### src/rtl/fx3_packet_scheduler_if.sv
// Handshake and status bundle between the FX3 packet scheduler and its FIFO/GPIF environment.
interface fx3_packet_scheduler_if;
  logic        collectData;
  logic        dataAvailable;
  logic        bufferError;
  logic        fx3Ready;
  logic        readData;
  logic        dataValid;
  logic        endOfPacket;
  logic [15:0] packetCount;
  logic        schedulerError;
  logic        busy;

  modport master (
    input  collectData, dataAvailable, bufferError, fx3Ready,
    output readData, dataValid, endOfPacket, packetCount, schedulerError, busy
  );

  modport slave (
    output collectData, dataAvailable, bufferError, fx3Ready,
    input  readData, dataValid, endOfPacket, packetCount, schedulerError, busy
  );
endinterface

### src/rtl/fx3_packet_scheduler.sv
// Read-side sequencer for the ADC sample FIFO: issues one packet of read strobes per FX3
// buffer and aligns dataValid/endOfPacket with the FIFO + 10-to-16 converter latency.
module fx3_packet_scheduler #(
  parameter int unsigned PACKET_WORDS = 8192,
  parameter int unsigned READ_LATENCY = 2,
  parameter int unsigned GAP_CYCLES   = 4
) (
  input logic                   fx3Clk,
  input logic                   nReset,
  fx3_packet_scheduler_if.master bus_io
);

  localparam int unsigned CntW = (PACKET_WORDS > 1) ? $clog2(PACKET_WORDS) : 1;
  localparam int unsigned TmrW = 4;
  localparam logic [CntW-1:0] LastWord  = CntW'(PACKET_WORDS - 1);
  localparam logic [TmrW-1:0] DrainLast = TmrW'(READ_LATENCY - 1);
  localparam logic [TmrW-1:0] GapLast   = TmrW'(GAP_CYCLES - 1);

  typedef enum logic [2:0] {StIdle, StArm, StBurst, StDrain, StGap, StHalt} state_e;

  state_e                  state_q, state_d;
  logic [CntW-1:0]         word_cnt_q, word_cnt_d;
  logic [TmrW-1:0]         tmr_q, tmr_d;
  logic                    halt_pending_q, halt_pending_d;
  logic                    collect_q;
  logic                    busy_q, busy_d;
  logic [15:0]             packet_count_q, packet_count_d;
  logic [READ_LATENCY-1:0] valid_pipe_q, valid_pipe_d;
  logic [READ_LATENCY-1:0] eop_pipe_q, eop_pipe_d;
  logic                    read_data;
  logic                    last_word;
  logic                    eop_out;

  always_comb begin
    state_d        = state_q;
    word_cnt_d     = word_cnt_q;
    tmr_d          = tmr_q;
    halt_pending_d = halt_pending_q;
    read_data      = 1'b0;
    last_word      = 1'b0;
    unique case (state_q)
      StIdle: begin
        if (bus_io.bufferError && bus_io.collectData) begin
          state_d = StHalt;
        end else if (bus_io.collectData && bus_io.dataAvailable) begin
          state_d = StArm;
        end
      end
      StArm: begin
        // Error beats fx3Ready when both arrive together.
        if (!bus_io.collectData) begin
          state_d = StIdle;
        end else if (bus_io.bufferError) begin
          state_d = StHalt;
        end else if (bus_io.fx3Ready) begin
          state_d    = StBurst;
          word_cnt_d = '0;
        end
      end
      StBurst: begin
        read_data = 1'b1;
        last_word = (word_cnt_q == LastWord);
        if (bus_io.bufferError) begin
          halt_pending_d = 1'b1;
        end
        if (last_word) begin
          state_d = StDrain;
          tmr_d   = '0;
        end else begin
          word_cnt_d = word_cnt_q + 1'b1;
        end
      end
      StDrain: begin
        if (tmr_q == DrainLast) begin
          tmr_d   = '0;
          state_d = halt_pending_q ? StHalt : StGap;
        end else begin
          tmr_d = tmr_q + 1'b1;
        end
      end
      StGap: begin
        if (tmr_q == GapLast) begin
          tmr_d   = '0;
          state_d = StIdle;
        end else begin
          tmr_d = tmr_q + 1'b1;
        end
      end
      StHalt: begin
        if (!bus_io.collectData) begin
          state_d        = StIdle;
          halt_pending_d = 1'b0;
        end
      end
      default: state_d = StIdle;
    endcase
  end

  // Strobe and last-word flag travel through a pipeline matching the FIFO + converter.
  always_comb begin
    valid_pipe_d    = valid_pipe_q;
    eop_pipe_d      = eop_pipe_q;
    valid_pipe_d[0] = read_data;
    eop_pipe_d[0]   = last_word;
    for (int unsigned i = 1; i < READ_LATENCY; i++) begin
      valid_pipe_d[i] = valid_pipe_q[i-1];
      eop_pipe_d[i]   = eop_pipe_q[i-1];
    end
  end

  assign eop_out = eop_pipe_q[READ_LATENCY-1];

  always_comb begin
    packet_count_d = packet_count_q;
    if (state_q == StIdle && bus_io.collectData && !collect_q) begin
      packet_count_d = '0;
    end else if (eop_out) begin
      packet_count_d = packet_count_q + 16'd1;
    end
    busy_d = (state_d != StIdle);
  end

  always_ff @(posedge fx3Clk or negedge nReset) begin
    if (!nReset) begin
      state_q        <= StIdle;
      word_cnt_q     <= '0;
      tmr_q          <= '0;
      halt_pending_q <= 1'b0;
      collect_q      <= 1'b0;
      busy_q         <= 1'b0;
      packet_count_q <= '0;
      valid_pipe_q   <= '0;
      eop_pipe_q     <= '0;
    end else begin
      state_q        <= state_d;
      word_cnt_q     <= word_cnt_d;
      tmr_q          <= tmr_d;
      halt_pending_q <= halt_pending_d;
      collect_q      <= bus_io.collectData;
      busy_q         <= busy_d;
      packet_count_q <= packet_count_d;
      valid_pipe_q   <= valid_pipe_d;
      eop_pipe_q     <= eop_pipe_d;
    end
  end

  assign bus_io.readData       = read_data;
  assign bus_io.dataValid      = valid_pipe_q[READ_LATENCY-1];
  assign bus_io.endOfPacket    = eop_out;
  assign bus_io.packetCount    = packet_count_q;
  assign bus_io.schedulerError = (state_q == StHalt);
  assign bus_io.busy           = busy_q;

endmodule
### src/flat_wrapper.sv
// flat-port wrapper written by rule: the top's interface ports become plain ports
module fx3_packet_scheduler_flat 
#(
  parameter int unsigned PACKET_WORDS = 8192,
  parameter int unsigned READ_LATENCY = 2,
  parameter int unsigned GAP_CYCLES   = 4
)
  (fx3Clk, nReset, bus_io_collectData, bus_io_dataAvailable, bus_io_bufferError, bus_io_fx3Ready, bus_io_readData, bus_io_dataValid, bus_io_endOfPacket, bus_io_packetCount, bus_io_schedulerError, bus_io_busy);
  fx3_packet_scheduler_if bus_io_i ();
  input logic fx3Clk;
  input logic nReset;
  input wire logic [$bits(bus_io_i.collectData)-1:0] bus_io_collectData;
  input wire logic [$bits(bus_io_i.dataAvailable)-1:0] bus_io_dataAvailable;
  input wire logic [$bits(bus_io_i.bufferError)-1:0] bus_io_bufferError;
  input wire logic [$bits(bus_io_i.fx3Ready)-1:0] bus_io_fx3Ready;
  output wire logic [$bits(bus_io_i.readData)-1:0] bus_io_readData;
  output wire logic [$bits(bus_io_i.dataValid)-1:0] bus_io_dataValid;
  output wire logic [$bits(bus_io_i.endOfPacket)-1:0] bus_io_endOfPacket;
  output wire logic [$bits(bus_io_i.packetCount)-1:0] bus_io_packetCount;
  output wire logic [$bits(bus_io_i.schedulerError)-1:0] bus_io_schedulerError;
  output wire logic [$bits(bus_io_i.busy)-1:0] bus_io_busy;
  assign bus_io_i.collectData = bus_io_collectData;
  assign bus_io_i.dataAvailable = bus_io_dataAvailable;
  assign bus_io_i.bufferError = bus_io_bufferError;
  assign bus_io_i.fx3Ready = bus_io_fx3Ready;
  assign bus_io_readData = bus_io_i.readData;
  assign bus_io_dataValid = bus_io_i.dataValid;
  assign bus_io_endOfPacket = bus_io_i.endOfPacket;
  assign bus_io_packetCount = bus_io_i.packetCount;
  assign bus_io_schedulerError = bus_io_i.schedulerError;
  assign bus_io_busy = bus_io_i.busy;
  fx3_packet_scheduler #(.PACKET_WORDS(PACKET_WORDS), .READ_LATENCY(READ_LATENCY), .GAP_CYCLES(GAP_CYCLES)) u_core (.fx3Clk(fx3Clk), .nReset(nReset), .bus_io(bus_io_i));
endmodule
### config.mk
export PLATFORM = sky130hd
export DESIGN_NAME = fx3_packet_scheduler_flat
export DESIGN_NICKNAME = d
export VERILOG_FILES = /design/src/rtl/fx3_packet_scheduler_if.sv /design/src/rtl/fx3_packet_scheduler.sv /design/src/flat_wrapper.sv
export SDC_FILE = /design/constraint.sdc
export NUM_CORES = 1
export LEC_CHECK = 0
export ABC_AREA = 1
export CORE_MARGIN = 5
export CORE_UTILIZATION = 51
export DETAILED_ROUTE_END_ITERATION = 10
export PLACE_DENSITY = 0.76
export SYNTH_ARGS = -nofsm -noshare
export SYNTH_HDL_FRONTEND = slang
export SYNTH_SLANG_ARGS = --single-unit
### constraint.sdc
create_clock -name fx3Clk -period 1.75 [get_ports fx3Clk]
set_clock_uncertainty 0.2 [all_clocks]
set_input_delay 0.2625 -clock fx3Clk [delete_from_list [all_inputs] [get_ports fx3Clk]]
set_output_delay 0.2625 -clock fx3Clk [all_outputs]
set_load 0.05 [all_outputs]
== After elaboration in Yosys (flattened, before gate mapping) ==
Index checks and enable logic that the tools add are counted.
Word-level totals
  output and inout bits: 21
  input port bits: 6
  word-level logic and storage cells: 68
  register bits: 43
Operators by class
  equal/unequal tests: 15
  $add $sub $neg: 3
  reductions and logical operators: 14
  muxes and demuxes: 27
Operators by type and width (count)
  $mux 13: 4
  $mux 16: 2
  $mux 3: 9
  $pmux 13 s2: 1
  $pmux 3 s6: 1
  $add 16x1->16 const B: 1
  $add 13x1->13 const B: 1
  $eq 13x13->1 const B: 1
  $mux 4: 3
  $ne 2x2->1 const B: 6
  $pmux 4 s3: 1
  $eq 3x2->1 const B: 2
  $eq 3x3->1 const B: 2
  $reduce_bool 2->1: 3
  $reduce_bool 3->1: 2
  $mux 1: 5
  $reduce_and 5->1: 1
  $add 4x1->4 const B: 1
  $eq 4x1->1 const B: 1
  $eq 4x2->1 const B: 1
  $logic_and 1x1->1: 4
  $eq 3x1->1 const B: 1
  $logic_not 3->1: 1
  $reduce_and 3->1: 1
  other kinds (4): 4

== Longest topological paths before layout ==
  word-level depth: 5
  gate-level depth with buffers: 10
  depth with buffers taken out: 10

== Worst setup path before layout ==
OpenSTA, ideal clock, no wires.
  kind: flip-flop to flip-flop
  start: register u_core.packet_count_q[1] (netlist: u_core.bus_io.packetCount[1])
  end: register u_core.packet_count_q[12] (netlist: u_core.bus_io.packetCount[12])
  data required time: 1.437 ns
  clock period less this slack: 1.940 ns
  cell stages (with the launch flop): 11
  path buffers: 0
  data arrival time: 1.627 ns
  setup slack: -0.190 ns
  setup time: 0.113 ns
  cells stage by stage: dfrtp_1 > ha_1 > nand2_1 > nor2_2 > nand2_1 > nor2_1 > nand2_1 > nand2_1 > nand2_1 > nand2_1 > inv_1
Between the ends
  word-level cells in the longest chain between the ends: 3
Ends and longest elaborated chain
  start, declared: RTL line fx3_packet_scheduler.sv:27  | logic [15:0] packet_count_q, packet_count_d;
  start signal, assigned: RTL line fx3_packet_scheduler.sv:141  | packet_count_q <= packet_count_d;
  $add 16x1->16: RTL line fx3_packet_scheduler.sv:118  | packet_count_d = packet_count_q + 16'd1;
  $mux 16: RTL line fx3_packet_scheduler.sv:117  | end else if (eop_out) begin
  $mux 16: RTL line fx3_packet_scheduler.sv:115  | if (state_q == StIdle && bus_io.collectData && !collect_q) begin
No other way between the ends. The select of a mux whose other input is x is not followed.
A chain may end at the register's enable or synchronous reset.

== Final worst setup path ==
  start: register u_core.state_q[1]
  end: output bus_io_schedulerError
Between the ends
  word-level cells in the longest chain between the ends: 1
Ends and longest elaborated chain
  start, declared: RTL line fx3_packet_scheduler.sv:21  | state_e state_q, state_d;
  start signal, assigned: RTL line fx3_packet_scheduler.sv:125  | state_q <= StIdle;
  start signal, assigned: RTL line fx3_packet_scheduler.sv:135  | state_q <= state_d;
  $eq 3x3->1: RTL line fx3_packet_scheduler.sv:151  | assign bus_io.schedulerError = (state_q == StHalt);
  end, declared: RTL line flat_wrapper.sv:20  | output wire logic [$bits(bus_io_i.schedulerError)-1:0] bus_io_schedulerError;
No other way between the ends.

==> run metrics <==
initial antenna violation count 0; clock latency on the worst-skew pair 0.30 ns; asr flop ratio synth 100%; synth unique cells 34; synth cell count leaders nand2_1 (81), inv_1 (48), dfrtp_1 (43); Sink Count between 40 and 50; mux cell area share after synthesis 0%; Die ar. roughly 6300 um2; slowest CP cell dfrtp_2; area leader, netlist dfrtp_1; CTS root buf clkbuf_8; Max IR drop VDD 0.000855 V; hold crit path type reg -> reg; Seq/Total Area, Yosys 44.0%; DR vias/cell between 5 and 6; main combinational cell family by area after synthesis simple AND/OR/NAND/NOR gates; Cell Area, Synth ~2400 um2; status completed; critical path launch point type register; vias in the first global route between 2,000 and 2,500; routed vias roughly 2,200; die width just under 80 um; Final Routed Wirelength 5370 um; crit-path cells inv_2, nand2_2, nor2_4, buf_12; CTS clk-pin slew, worst paths 0.08 ns; Initial DRC Count 80; row count 25; adder-cell share of the synthesized area a little over 2%; Req. time, crit path 1.29 ns; PortBufs 26; Synth warnings 0; Slew @ Worst Pin approximately 0.53 ns; CP Max Fanout 4; switching pwr approximately 0.0012 W; Post-synth top flop dfrtp_1; count leader, synth nand2_1; dpl cell area 3090 um2; maximum clock path buffer count 2; 1st-pass router iterations 4; max cap viols 0; final period utilization 96.7%; combinational power share ~37%; CTS buffer count 5; Post-route DRC 0; simple-gate share of the synthesized area 35.0%; Routed WL per cell about 12 um; fin cells 434; Compound-Gate Fraction of Synth Area approximately 8.0%; Buf/Inv on CP 2; EDFF count, synth 0; Clk network pwr share a little under a quarter; H-tree levels 2; GR Overflow Total 0; min Tclk post-route 1.69 ns; post-route setup TNS 0 ns; Slew Limit Fails 0; Die H a little under 80 um; DPL Wire Length 4000 um; Leakage approximately 1.7 nW; CTS tree built; CP top delay family flip-flops; Antenna Nets Post-Route 0; first-pass GRT wire length ~9600 um; Internal ~0.0022 W; Power Dens Cells 1030 nW/um2; area delta synth->final 34.8%; Flop pwr share between 30% and 40%; Final #Nets just under 400; worst stage delay on the critical path between 0.4 and 0.5 ns; GPL Wtd Cong ~0.90; All-Layer GR Usage about a fifth; f_max 591 MHz; syn nets 330; Core Box Area 4690 um2; Final Hold Viols 0; Synth Area in XOR/XNOR 1.79%; post-route cell area between 3000 and 4000 um2; synthesized instance count between 300 and 400; share of cells above drive strength 1 approximately a quarter; Worst setup EP type primary output; IO Count 27; worst endpoint data arrival time 1.23 ns; main area contributors after synthesis dfrtp_1 (44%), nand2_1 (12%), nand3_1 (8.4%); Syn Area/Cell around 7.6 um2; share of the synthesized area in the top cell type 44.0%; Synth Register Bits 43; dpl cells around 420; n_diodes 0; switch share between 30% and 40%; Rel. slew slack between 60% and 70%; Initial Util 52.2%; Setup CP Type reg -> out; final setup vio count 0; largest net degree at the start of global routing 25
per-stage QoR:
stage	total power, W	setup WS, ns	util [%]	hold WS (ns)
finish	0.00341	0.0584	70.3	0.147
global route	0.00367	-0.0367	70.3	0.161
CTS	0.00339	0.00419	69.3	0.153
detailed placement	0.00251	-0.0239	65.8	0.0669
global placement	0.00247	0.00649	65.8	0.0672
floorplan	0.00210	0.00546	-	-0.233
power groups by stage:
stage / Clock, W / Combinational, W / Sequential [W]
after floorplan: 0 / 0.000688 / 0.00141
after global placement: 0 / 0.00113 / 0.00134
after detailed placement: 0 / 0.00116 / 0.00135
after CTS: 0.000834 / 0.00123 / 0.00133
after global routing: 0.000891 / 0.00142 / 0.00136
final: 0.000812 / 0.00126 / 0.00133
per-layer routing:
layer  GRT usage [%]  vias up  wire [um]
li1                -     1139          -
met1            24.7     1025       2380
met2            32.2       45       2670
met3            3.51       10        210
met4            7.39        0         97
met5               0        -          0
timing repair:
action,CTS,global route
hold endpoints to repair,22,0
resized for setup,4,4
setup endpoints to repair,2,17
setup buffers,3,5
gates cloned,0,0
hold buffers,1,0
pin swaps,1,1
final timing paths:
path	start	endpoint	slack, ns	cells past startpoint
setup / recovery	u_core.state_q[1]	bus_io_schedulerError	0.06	4
hold / removal	u_core.valid_pipe_q[0]	u_core.valid_pipe_q[1]	0.15	0
setup reg to reg	u_core.word_cnt_q[1]	u_core.word_cnt_q[7]	0.12	8
hold reg to reg	u_core.valid_pipe_q[0]	u_core.valid_pipe_q[1]	0.15	0
max in group asynchronous	nReset	u_core.state_q[1]	0.49	3
min in group asynchronous	nReset	u_core.collect_q	0.27	2
layout by cell type (no fill, tap or decap), drive strengths merged:
cell type / n
o22ai: 1
and2: 1
bufinv: 1
xor2: 4
o21bai: 2
dfrtp: 43
clkbuf: 6
inv: 51
nand2: 86
o21ai: 15
or2: 2
and3: 1
nand3: 44
xnor2: 1
nor3: 7
a21oi: 11
o21a: 2
dlygate4sd3: 1
nand4: 7
buf: 51
clkdlybuf4s50: 4
ha: 4
clkinv: 1
a31oi: 1
nand3b: 1
nor2: 32
logic make-up (layout without fill, tap and decap cells):
kind of cell | count (synthesis) | in the layout
AND/OR/NAND/NOR | 181 | 181
buffers and inverters | 55 | 115
flip-flops | 43 | 43
AO/OA/AOI/OAI | 32 | 32
XOR/XNOR | 5 | 5
adder cells (fa/ha/maj) | 4 | 4
state kept, by name, summed over array words and instances, names as in the netlist:
| signal | flops |
|---|---|
| u_core.bus_io.packetCount | 16 |
| u_core.word_cnt_q | 13 |
| u_core.tmr_q | 4 |
| u_core.state_q | 3 |
| u_core.eop_pipe_q | 2 |
| u_core.valid_pipe_q | 2 |
| u_core.bus_io.busy | 1 |
| u_core.collect_q | 1 |
| u_core.halt_pending_q | 1 |
worst register-to-register path, delay by kind of cell (launching register included):
| kind | cells | cell delay, ns |
|---|---|---|
| AND/OR/NAND/NOR | 6 | 0.69 |
| flip-flops | 1 | 0.36 |
| adder cells (fa/ha/maj) | 1 | 0.22 |
| AO/OA/AOI/OAI | 1 | 0.05 |
layout make-up:
| class | count | area [um2] |
|---|---|---|
| Inverter | 51 | 194 |
| Fill cell | 367 | 1390 |
| Clock inverter | 2 | 35.0 |
| Sequential cell | 43 | 1080 |
| Timing Repair Buffer | 56 | 656 |
| Clock buffer | 6 | 82.6 |
| Multi-Input combinational cell | 222 | 1180 |
| Tap cell | 54 | 67.6 |
Note: power is estimated with default switching activity, not from simulation.
